## src/rtl/mem_port_arbiter.sv

```systemverilog
// Purpose : round-robin arbiter/sequencer giving two CPU ports access to a single-ported 256-word RAM.
// Latency : req sampled in IDLE at edge n -> gnt + RAM strobe in cycle n+1 -> done + rdata in cycle n+2.
// Backpres: requests are held until done; a losing or late port waits in place, 1 transaction per 3 cycles.
//
// Ports:
//   clk, reset                 rising-edge clock, asynchronous active-high reset
//   pX_req/we/addr/wdata       port X request (held until pX_done), direction, address, write data
//   pX_gnt, pX_done            port X owns the ACCESS cycle / one-cycle completion pulse
//   rdata                      last read data, valid with done of a read, held afterwards
//   ram_addr/wdata/we/re       RAM control, driven only in the ACCESS cycle (addr/wdata hold otherwise)
//   ram_rdata                  combinational RAM read data
//   busy, xact_count           FSM not IDLE / completed transactions (wrapping 16-bit)
module mem_port_arbiter #(
  parameter int ADDR_W = 8,
  parameter int DATA_W = 32
) (
  input  logic              clk,
  input  logic              reset,
  input  logic              p0_req,
  input  logic              p0_we,
  input  logic [ADDR_W-1:0] p0_addr,
  input  logic [DATA_W-1:0] p0_wdata,
  output logic              p0_gnt,
  output logic              p0_done,
  input  logic              p1_req,
  input  logic              p1_we,
  input  logic [ADDR_W-1:0] p1_addr,
  input  logic [DATA_W-1:0] p1_wdata,
  output logic              p1_gnt,
  output logic              p1_done,
  output logic [DATA_W-1:0] rdata,
  output logic [ADDR_W-1:0] ram_addr,
  output logic [DATA_W-1:0] ram_wdata,
  output logic              ram_we,
  output logic              ram_re,
  input  logic [DATA_W-1:0] ram_rdata,
  output logic              busy,
  output logic [15:0]       xact_count
);

  typedef enum logic [1:0] {IDLE, ACCESS, RESP} state_t;

  state_t            state;
  logic              owner;
  logic              last_owner;
  logic              lat_we;
  logic [ADDR_W-1:0] lat_addr;
  logic [DATA_W-1:0] lat_wdata;

  // Grant selection for the IDLE cycle: a lone requester wins, a tie goes
  // to the port that did not complete the previous transaction.
  logic              pick;
  logic              sel_we;
  logic [ADDR_W-1:0] sel_addr;
  logic [DATA_W-1:0] sel_wdata;

  always_comb begin
    pick      = p1_req & (~p0_req | ~last_owner);
    sel_we    = pick ? p1_we    : p0_we;
    sel_addr  = pick ? p1_addr  : p0_addr;
    sel_wdata = pick ? p1_wdata : p0_wdata;
  end

  // The latched request drives the RAM bus directly, so address and data
  // naturally hold their last values outside ACCESS.
  assign ram_addr  = lat_addr;
  assign ram_wdata = lat_wdata;

  always_ff @(posedge clk or posedge reset) begin
    if (reset) begin
      state      <= IDLE;
      owner      <= 1'b0;
      last_owner <= 1'b1;
      lat_we     <= 1'b0;
      lat_addr   <= '0;
      lat_wdata  <= '0;
      rdata      <= '0;
      p0_gnt     <= 1'b0;
      p1_gnt     <= 1'b0;
      p0_done    <= 1'b0;
      p1_done    <= 1'b0;
      ram_we     <= 1'b0;
      ram_re     <= 1'b0;
      busy       <= 1'b0;
      xact_count <= '0;
    end else begin
      case (state)
        IDLE: begin
          if (p0_req || p1_req) begin
            owner     <= pick;
            lat_we    <= sel_we;
            lat_addr  <= sel_addr;
            lat_wdata <= sel_wdata;
            p0_gnt    <= ~pick;
            p1_gnt    <= pick;
            // Strobes are registered here so they are exclusive by construction.
            ram_we    <= sel_we;
            ram_re    <= ~sel_we;
            busy      <= 1'b1;
            state     <= ACCESS;
          end
        end
        ACCESS: begin
          // RAM read is combinational: data is valid at the end of ACCESS.
          if (!lat_we) begin
            rdata <= ram_rdata;
          end
          p0_gnt  <= 1'b0;
          p1_gnt  <= 1'b0;
          ram_we  <= 1'b0;
          ram_re  <= 1'b0;
          p0_done <= ~owner;
          p1_done <= owner;
          state   <= RESP;
        end
        RESP: begin
          p0_done    <= 1'b0;
          p1_done    <= 1'b0;
          last_owner <= owner;
          xact_count <= xact_count + 16'd1;
          busy       <= 1'b0;
          state      <= IDLE;
        end
        default: begin
          state <= IDLE;
        end
      endcase
    end
  end

endmodule

```

## config.mk

```make
export PLATFORM = sky130hd
export DESIGN_NAME = mem_port_arbiter
export DESIGN_NICKNAME = d
export VERILOG_FILES = /design/src/rtl/mem_port_arbiter.sv
export SDC_FILE = /design/constraint.sdc
export NUM_CORES = 1
export LEC_CHECK = 0
export CORE_UTILIZATION = 44
export CTS_CLUSTER_DIAMETER = 50
export DETAILED_ROUTE_END_ITERATION = 8
export GPL_TIMING_DRIVEN = 0
export PLACE_DENSITY_LB_ADDON = 0.3
export SETUP_SLACK_MARGIN = 0.3
export SYNTH_ARGS = -nofsm -noshare
export SYNTH_HDL_FRONTEND = slang
export SYNTH_SLANG_ARGS = --single-unit
```

## constraint.sdc

```tcl
create_clock -name clk -period 8.85 [get_ports clk]
set_input_delay 0.885 -clock clk [delete_from_list [all_inputs] [get_ports clk]]
set_output_delay 0.885 -clock clk [all_outputs]
set_load 0.02 [all_outputs]
```

==> summary.md, run 1 <==
• 1.49 ns — arrival time of data at the critical path endpoint
• 0.0103 mm2 — Die Footprint
• dfrtp_1 — top-count cell post-synth
• 212 — IO buf count
• 0 — number of gates resized after CTS
• 213 — top-level I/O count
• 3518 — via count
• 0 — DRC violation count after routing
• 674 — FILL cells
• met4 — top layer used by detailed routing
• 2.95 nW — leakage
• 35 — total number of placement rows
• 3 — number of levels the H-tree was split into
• 0.00250 mm2 — FF/Latch Area
• dfrtp_1 — Yosys top cell by area
• 0 — Routed Antenna Nets
• 50.7% — proportion of power drawn by combinational gates
• 0 — maxcap violations
• 0 — Synth Warn #
• state[0] — reg-to-reg critical path startpoint
• flop — startpoint class of the critical path
• 6.48 ns — Setup WS post-layout
• 14.9% — Clk network pwr share
• 4240 um — met1 wire length
• 12.1 um2 — Avg Cell Area, Syn
• 0.00665 mm2 — Placed Area
• 700 — Placed Cells
• 6.25 ns — worst setup slack after placement
• 1130 um — met3 routed wirelength
• 0 — total count of max-transition violations in the final report
• 0.35 ns — clk_lat worst skew
• 8450 um — Final HPWL DP
• 26.8% — ratio of final minimum period to clock period
• clkbuf_8 — library cell used as clock root buffer
• xact_count[15] — worst hold path startpoint
• clkdlybuf4s50_1 — cells along the critical path
• 11.6% — share of cells above drive strength 1
• 1 — number of cells traversed by the worst hold path
• 58.8% — Area growth syn-to-layout
• dfrtp_1 (99), nand2_1 (50), mux2i_1 (42), o21ai_0 (39), mux2_2 (32) — Post-synth top cells
• 5 — Worst Path Max Fanout
• 0.65 ns — Slowest Stage Delay on Critical Path
• 0 — cts-stage hold buffer count
• flop to primary output — Worst Setup Path Type
• 101 um — horizontal die dimension
• xact_count[2] — critical path startpoint
• 0 — # setup viols final
• 1 — count of cell instances traversed by the critical path
• 0.00939 ns — Worst Skew
• 0.09 ns — register clock-pin slew on the reported worst setup and hold paths
• flop to flop — Hold Crit Class
• 0.00228 W — overall power
• 0 ns — sum of negative setup slack
• 6.98 ns — setup slack on the worst flop-to-flop path
• 0 — final antenna diode count
• ram_wdata[0] — worst flop-to-flop path endpoint
• 358 — number of cells produced by synthesis
• 0.000847 W — switching component of the power
• 37.2% — switching portion of total power
• 331 mW/mm2 — ratio of total power to cell area
• 7.97 ns — worst endpoint required time
• 55 — largest net degree at the start of global routing
• 57.7% — proportion of synthesized chip area in sequential cells
• 0.421 GHz — maximum clock rate
• finished clean — outcome
• 0 — initial antenna violation count
• 17200 um — wire length of the first global-routing pass
• 10800 um — total wire length after detailed routing
• 0 — setup bufs post-CTS
• 0.00689 mm2 — cell area after layout
• 0.00168 mm2 — Multi-input gate area
• 9 — TritonCTS buffer count
• dfrtp_1 — most frequently used flop master after synthesis
• 4 — router iterations before antenna repair
• 715 — non-filler cells in the finished layout
• primary output — kind of end point of the critical path
• clkdlybuf4s50_1 — Critical Path Slowest Stage Cell
• 0.00143 W — internal power
• 100 — CTS Sinks
• 0 — number of enable-type register cells in the synthesized netlist
• 2.37 ns — min Tclk post-route
• 57.1% — area share of the leading cell type in the synthesized netlist
• false — RSZ-0062 raised after global routing
• 2 — largest buffer count on any clock path
• 3551 — vias in the first global route
• 0.599 ns — Slew @ Worst Pin
• 0.00434 mm2 — total standard cell area after synthesis
• 100% — fraction of registers with async set/reset
• 0.784 — global placer's final weighted congestion
• 0.155 mV — Max IR drop VDD
• 22.0% — aggregate global-route resource usage
• buffers and inverters — Top delay family on crit path
• 101 um — height of the chip
• dfrtp_1 (57%), mux2i_1 (9.7%), mux2_2 (8.3%) — largest cells by area after synthesis
• 100 — number of synthesized register bits
• 1 — buffers and inverters on the worst path
• 34.4% — part of the total power dissipated in sequential elements
• yes — clock tree from TritonCTS
• 0.00942 mm2 — total core area
• 34 — Synth cell types
• 0 — aggregate global routing overflow
• 46.1% — initial core utilization
• 481 — post-synthesis net count
• xact_count[2] — end point of the critical path
• 104 — first-iteration detailed-routing DRC count
• 60.0% — worst rel slew slack
• 705 — count of nets after finishing
• 8 — number of cells on the worst reg-to-reg path
• 15.1 um — Wirelength per Cell
• 4.92 — number of vias per cell after detailed routing
• 0 — hold violation total from the final report
• 5260 um — Detail Route met2 WL
==> placed cells by master (no fill, tap or decap), drive strengths merged, types with 9 or more instances in the layout <==
| master | netlist | final |
|---|---|---|
| nor2 | 10 | 10 |
| clkdlybuf4s50 | 0 | 212 |
| mux2i | 42 | 42 |
| xnor2 | 9 | 9 |
| nand2 | 50 | 50 |
| dfrtp | 99 | 99 |
| clkbuf | 6 | 15 |
| o21ai | 46 | 46 |
| buf | 13 | 14 |
| mux2 | 35 | 35 |
==> per-layer routing <==
layer	track usage, %	up-vias
met3	8.14	13
met5	0	-
met4	8.03	0
met2	37.8	158
li1	-	1676
met1	25.2	1671
==> power by group through the flow <==
stage                     Sequential, W  Clock [W]  Combinational, W
after detailed placement       0.000794          0           0.00117
after global routing           0.000814   0.000369           0.00124
after CTS                      0.000786   0.000349           0.00117
final                          0.000783   0.000340           0.00116
after global placement         0.000782          0           0.00114
after floorplan                 0.00102          0          0.000392
==> cells by family (layout without fill, tap and decap cells) <==
kind of cell             count (synthesis)  count (layout)  share of synthesized area, %
multiplexers                            77              77                          18.8
adder cells (fa/ha/maj)                  5               5                          1.44
XOR/XNOR                                15              15                          3.03
buffers and inverters                   26             254                          3.63
flip-flops                             100             100                          57.7
AO/OA/AOI/OAI                           55              55                          6.95
AND/OR/NAND/NOR                         80              80                          8.50
==> worst min-delay path by stage <==
stage / endpoint / slack (ns)
6_report: xact_count[15] / 0.48
5_1_grt: ram_wdata[10] / 0.50
4_1_cts: xact_count[15] / 0.48
3_5_place_dp: xact_count[15] / 0.46
3_3_place_gp: xact_count[15] / 0.46
2_1_floorplan: lat_we / 0.47
==> state kept, by name, indices dropped and copies added (netlist names), 2 cells and up <==
name	count
ram_wdata	32
rdata	32
xact_count	16
ram_addr	8
state	2
==> per-stage QoR <==
| stage | util, % | hold slack, ns |
|---|---|---|
| floorplan | - | 0.471 |
| global placement | 70.4 | 0.461 |
| detailed placement | 70.7 | 0.463 |
| CTS | 73.2 | 0.481 |
| global route | 73.2 | 0.502 |
| finish | 73.2 | 0.477 |
==> layout make-up <==
class                   instances  share of cell area [%]
flip-flops and latches        100                    36.3
repair buffers                213                    31.2
multi-input cells             232                    24.4
well taps                     129                    2.34
plain buffers                  19                    1.91
clock buffers                   9                    1.80
clock inverters                 6                    1.65
inverters                       7                   0.418
No activity file was read; power rests on OpenSTA's default activity.
==> inputs of run 2 (changes only) <==
Settings changed: CORE_UTILIZATION 44 to 41.
Clock period 8.85 ns to 2.44 ns, I/O delays scaled along.
==> run 2 against run 1 <==
Worst hold slack got worse by 0.19 ns. Setup slack got worse by 5.9 ns. Total power rose to 3.6 times the previous value. Sequential cell count stayed put. Routed wire length is 2.7% lower. Highest routed layer unchanged.
==> summary.md, run 2 (synthesis results as in run 1) <==
• dfrtp_1 — Critical Path Slowest Stage Cell
• input pin to asynchronous set/reset pin — Hold Crit Class
• 19.8% — aggregate global-route resource usage, -2.2 points
• 17200 um — wire length of the first global-routing pass, -0.12%
• 7.86% — grt met3 use, -0.28 points
• 0.0110 mm2 — Die Footprint, +7.2%
• 105 um — horizontal die dimension, +3.5%
• 32.4% — met2 Track Usage GR, -5.4 points
• 0.00668 mm2 — Placed Area, +0.34%
• flop to flop — Worst Setup Path Type
• 0.542 GHz — maximum clock rate
• 0 — hold violation total from the final report, unchanged
• 8190 um — Final HPWL DP, -3.1%
• 0 — # setup viols final, unchanged
• 41 — largest net degree at the start of global routing, -25%
• 0 — final antenna diode count, unchanged
• 0 — total count of max-transition violations in the final report, unchanged
• 62.6% — worst rel slew slack, +2.5 points
• 14.5 um — Wirelength per Cell, -3.8%
• 0 — maxcap violations, unchanged
• 11.4% — share of cells above drive strength 1, -0.19 points
• 0.39 ns — Slowest Stage Delay on Critical Path, -0.26 ns
• 0.00688 mm2 — cell area after layout, -0.13%
• state[1] — reg-to-reg critical path startpoint
• 0 — DRC violation count after routing, unchanged
• clkdlybuf4s50_1 — most common cell after layout, fill and taps aside
• 105 um — height of the chip, +3.5%
• 1.84 ns — min Tclk post-route
• 3 — number of levels the H-tree was split into, unchanged
• clkbuf_8 — library cell used as clock root buffer
• met2 — Most Crowded Layer GR
• 723 — non-filler cells in the finished layout, +1.1%
• 212 — IO buf count, unchanged
• 5 — router iterations before antenna repair, +1
• 3500 — via count, -0.51%
• 0.0142 ns — Worst Skew, +0.00481 ns
• 2.94 nW — leakage, -0.48%
• 0 — cts-stage hold buffer count, unchanged
• 0.00815 W — overall power, +260%
• 10500 um — total wire length after detailed routing, -2.7%
• inv_1 > ha_1 > inv_1 > nor2_2 > buf_4 > mux2_2 — cells along the critical path
• 4.84 — number of vias per cell after detailed routing, -1.6%
• 0.741 — global placer's final weighted congestion, -5.5%
• 0.60 ns — setup slack on the worst flop-to-flop path, -6.38 ns
• false — RSZ-0062 raised after global routing
• 0.0103 mm2 — total core area, +9.2%
• 58.6% — Area growth syn-to-layout
• 706 — count of nets after finishing, +0.14%
• 0 — number of gates resized after CTS, unchanged
• 24.5% — met1 routing resource usage after global routing, -0.62 points
• 0.35 ns — clk_lat worst skew, about the same
• finished clean — outcome
• 0 — setup bufs post-CTS, unchanged
• 67.0% — share of the core filled with cells, -6.2 points
• 10 — Worst Path Max Fanout, +5
• yes — clock tree from TritonCTS
• 0.602 mV — Max IR drop VDD, +290%
• 118 — first-iteration detailed-routing DRC count, +13%
• 75.6% — ratio of final minimum period to clock period
• 0 ns — sum of negative setup slack, unchanged
• 0.00250 mm2 — FF/Latch Area, unchanged
• 0 — aggregate global routing overflow, unchanged
• 2.67 ns — worst endpoint required time, -5.30 ns
• rdata[18] — worst flop-to-flop path endpoint
• flop — kind of end point of the critical path
• 3482 — vias in the first global route, -1.9%
• 0.560 ns — Slew @ Worst Pin, -0.0390 ns
• 810 — FILL cells, +20%
• 708 — Placed Cells, +1.1%
• 1180 mW/mm2 — ratio of total power to cell area, +260%
• 0.00168 mm2 — Multi-input gate area, unchanged
• 0.10 ns — register clock-pin slew on the reported worst setup and hold paths, about the same
• 37 — total number of placement rows, +5.7%
• 6 — number of cells on the worst reg-to-reg path, -2
• inv_1 — Most Frequent Cell on Critical Path
• 100 — CTS Sinks, unchanged
• clkdlybuf4s50_1 (212), dfrtp_1 (99), nand2_1 (50) — highest-count cells in the layout ignoring fill and taps
• state[1] — critical path startpoint
• 9 — TritonCTS buffer count, unchanged
• 213 — top-level I/O count, unchanged
• 0 — Routed Antenna Nets, unchanged
• 42.2% — initial core utilization, -3.9 points
• 2.07 ns — arrival time of data at the critical path endpoint, +0.58 ns
• flop — startpoint class of the critical path
• rdata[18] — end point of the critical path
• 2 — largest buffer count on any clock path, unchanged
• 0 — initial antenna violation count, unchanged
run 2: cell types whose count changed in the layout (fill, tap and decap cells not counted):
cell        before  now
buf_12           0    2
clkbuf_1         6    8
buf_16           1    0
bufinv_16        3    2
clkinv_4         1    0
clkinvlp_4       2    3
inv_4            1    0
run 2: how the worst min path moves through the flow:
stage               slack (ns)           from              to
finish                    0.29          reset  xact_count[10]
global route              0.31          reset       rdata[21]
CTS                       0.29          reset       rdata[15]
detailed placement        0.47  ram_wdata[20]   ram_wdata[20]
global placement          0.46  ram_wdata[20]   ram_wdata[20]
floorplan                 0.38  ram_rdata[17]       rdata[17]
run 2: per-stage QoR:
stage | setup slack, ns | hold slack [ns]
final | 0.596 | 0.291
after global routing | 0.371 | 0.314
after CTS | 0.557 | 0.292
after detailed placement | 0.491 | 0.469
after global placement | -0.0238 | 0.462
after floorplan | 0.870 | 0.379
run 2: area by class of cell:
type / instances / area share [%]
clock inverter: 4 / 1.09
inverter: 7 / 0.436
timing repair buffer: 214 / 31.4
clock buffer: 11 / 1.91
sequential: 100 / 36.4
buffer: 19 / 1.91
tap: 136 / 2.47
multi-input combinational: 232 / 24.4
run 2: power by group:
group / internal (W) / leakage [nW] / total [W] / switching, W
registers: 0.00240 / 1.23 / 0.00284 / 0.000440
logic: 0.00211 / 1.61 / 0.00418 / 0.00207
clock network: 0.000574 / 0.0956 / 0.00113 / 0.000554
run 2: metal layers:
| metal | up-vias | part of all wire [%] |
|---|---|---|
| li1 | 1678 | - |
| met1 | 1653 | 41 |
| met2 | 162 | 48 |
| met3 | 7 | 10 |
| met4 | 0 | 0.78 |
| met5 | - | 0 |
run 2: critical path: cells and delay by family, from the launching register on:
kind	cells	cell delay, ns
fa+ha+maj	1	0.23
simple gates	1	0.27
mux	1	0.36
buf+inv	3	0.47
flops	1	0.39
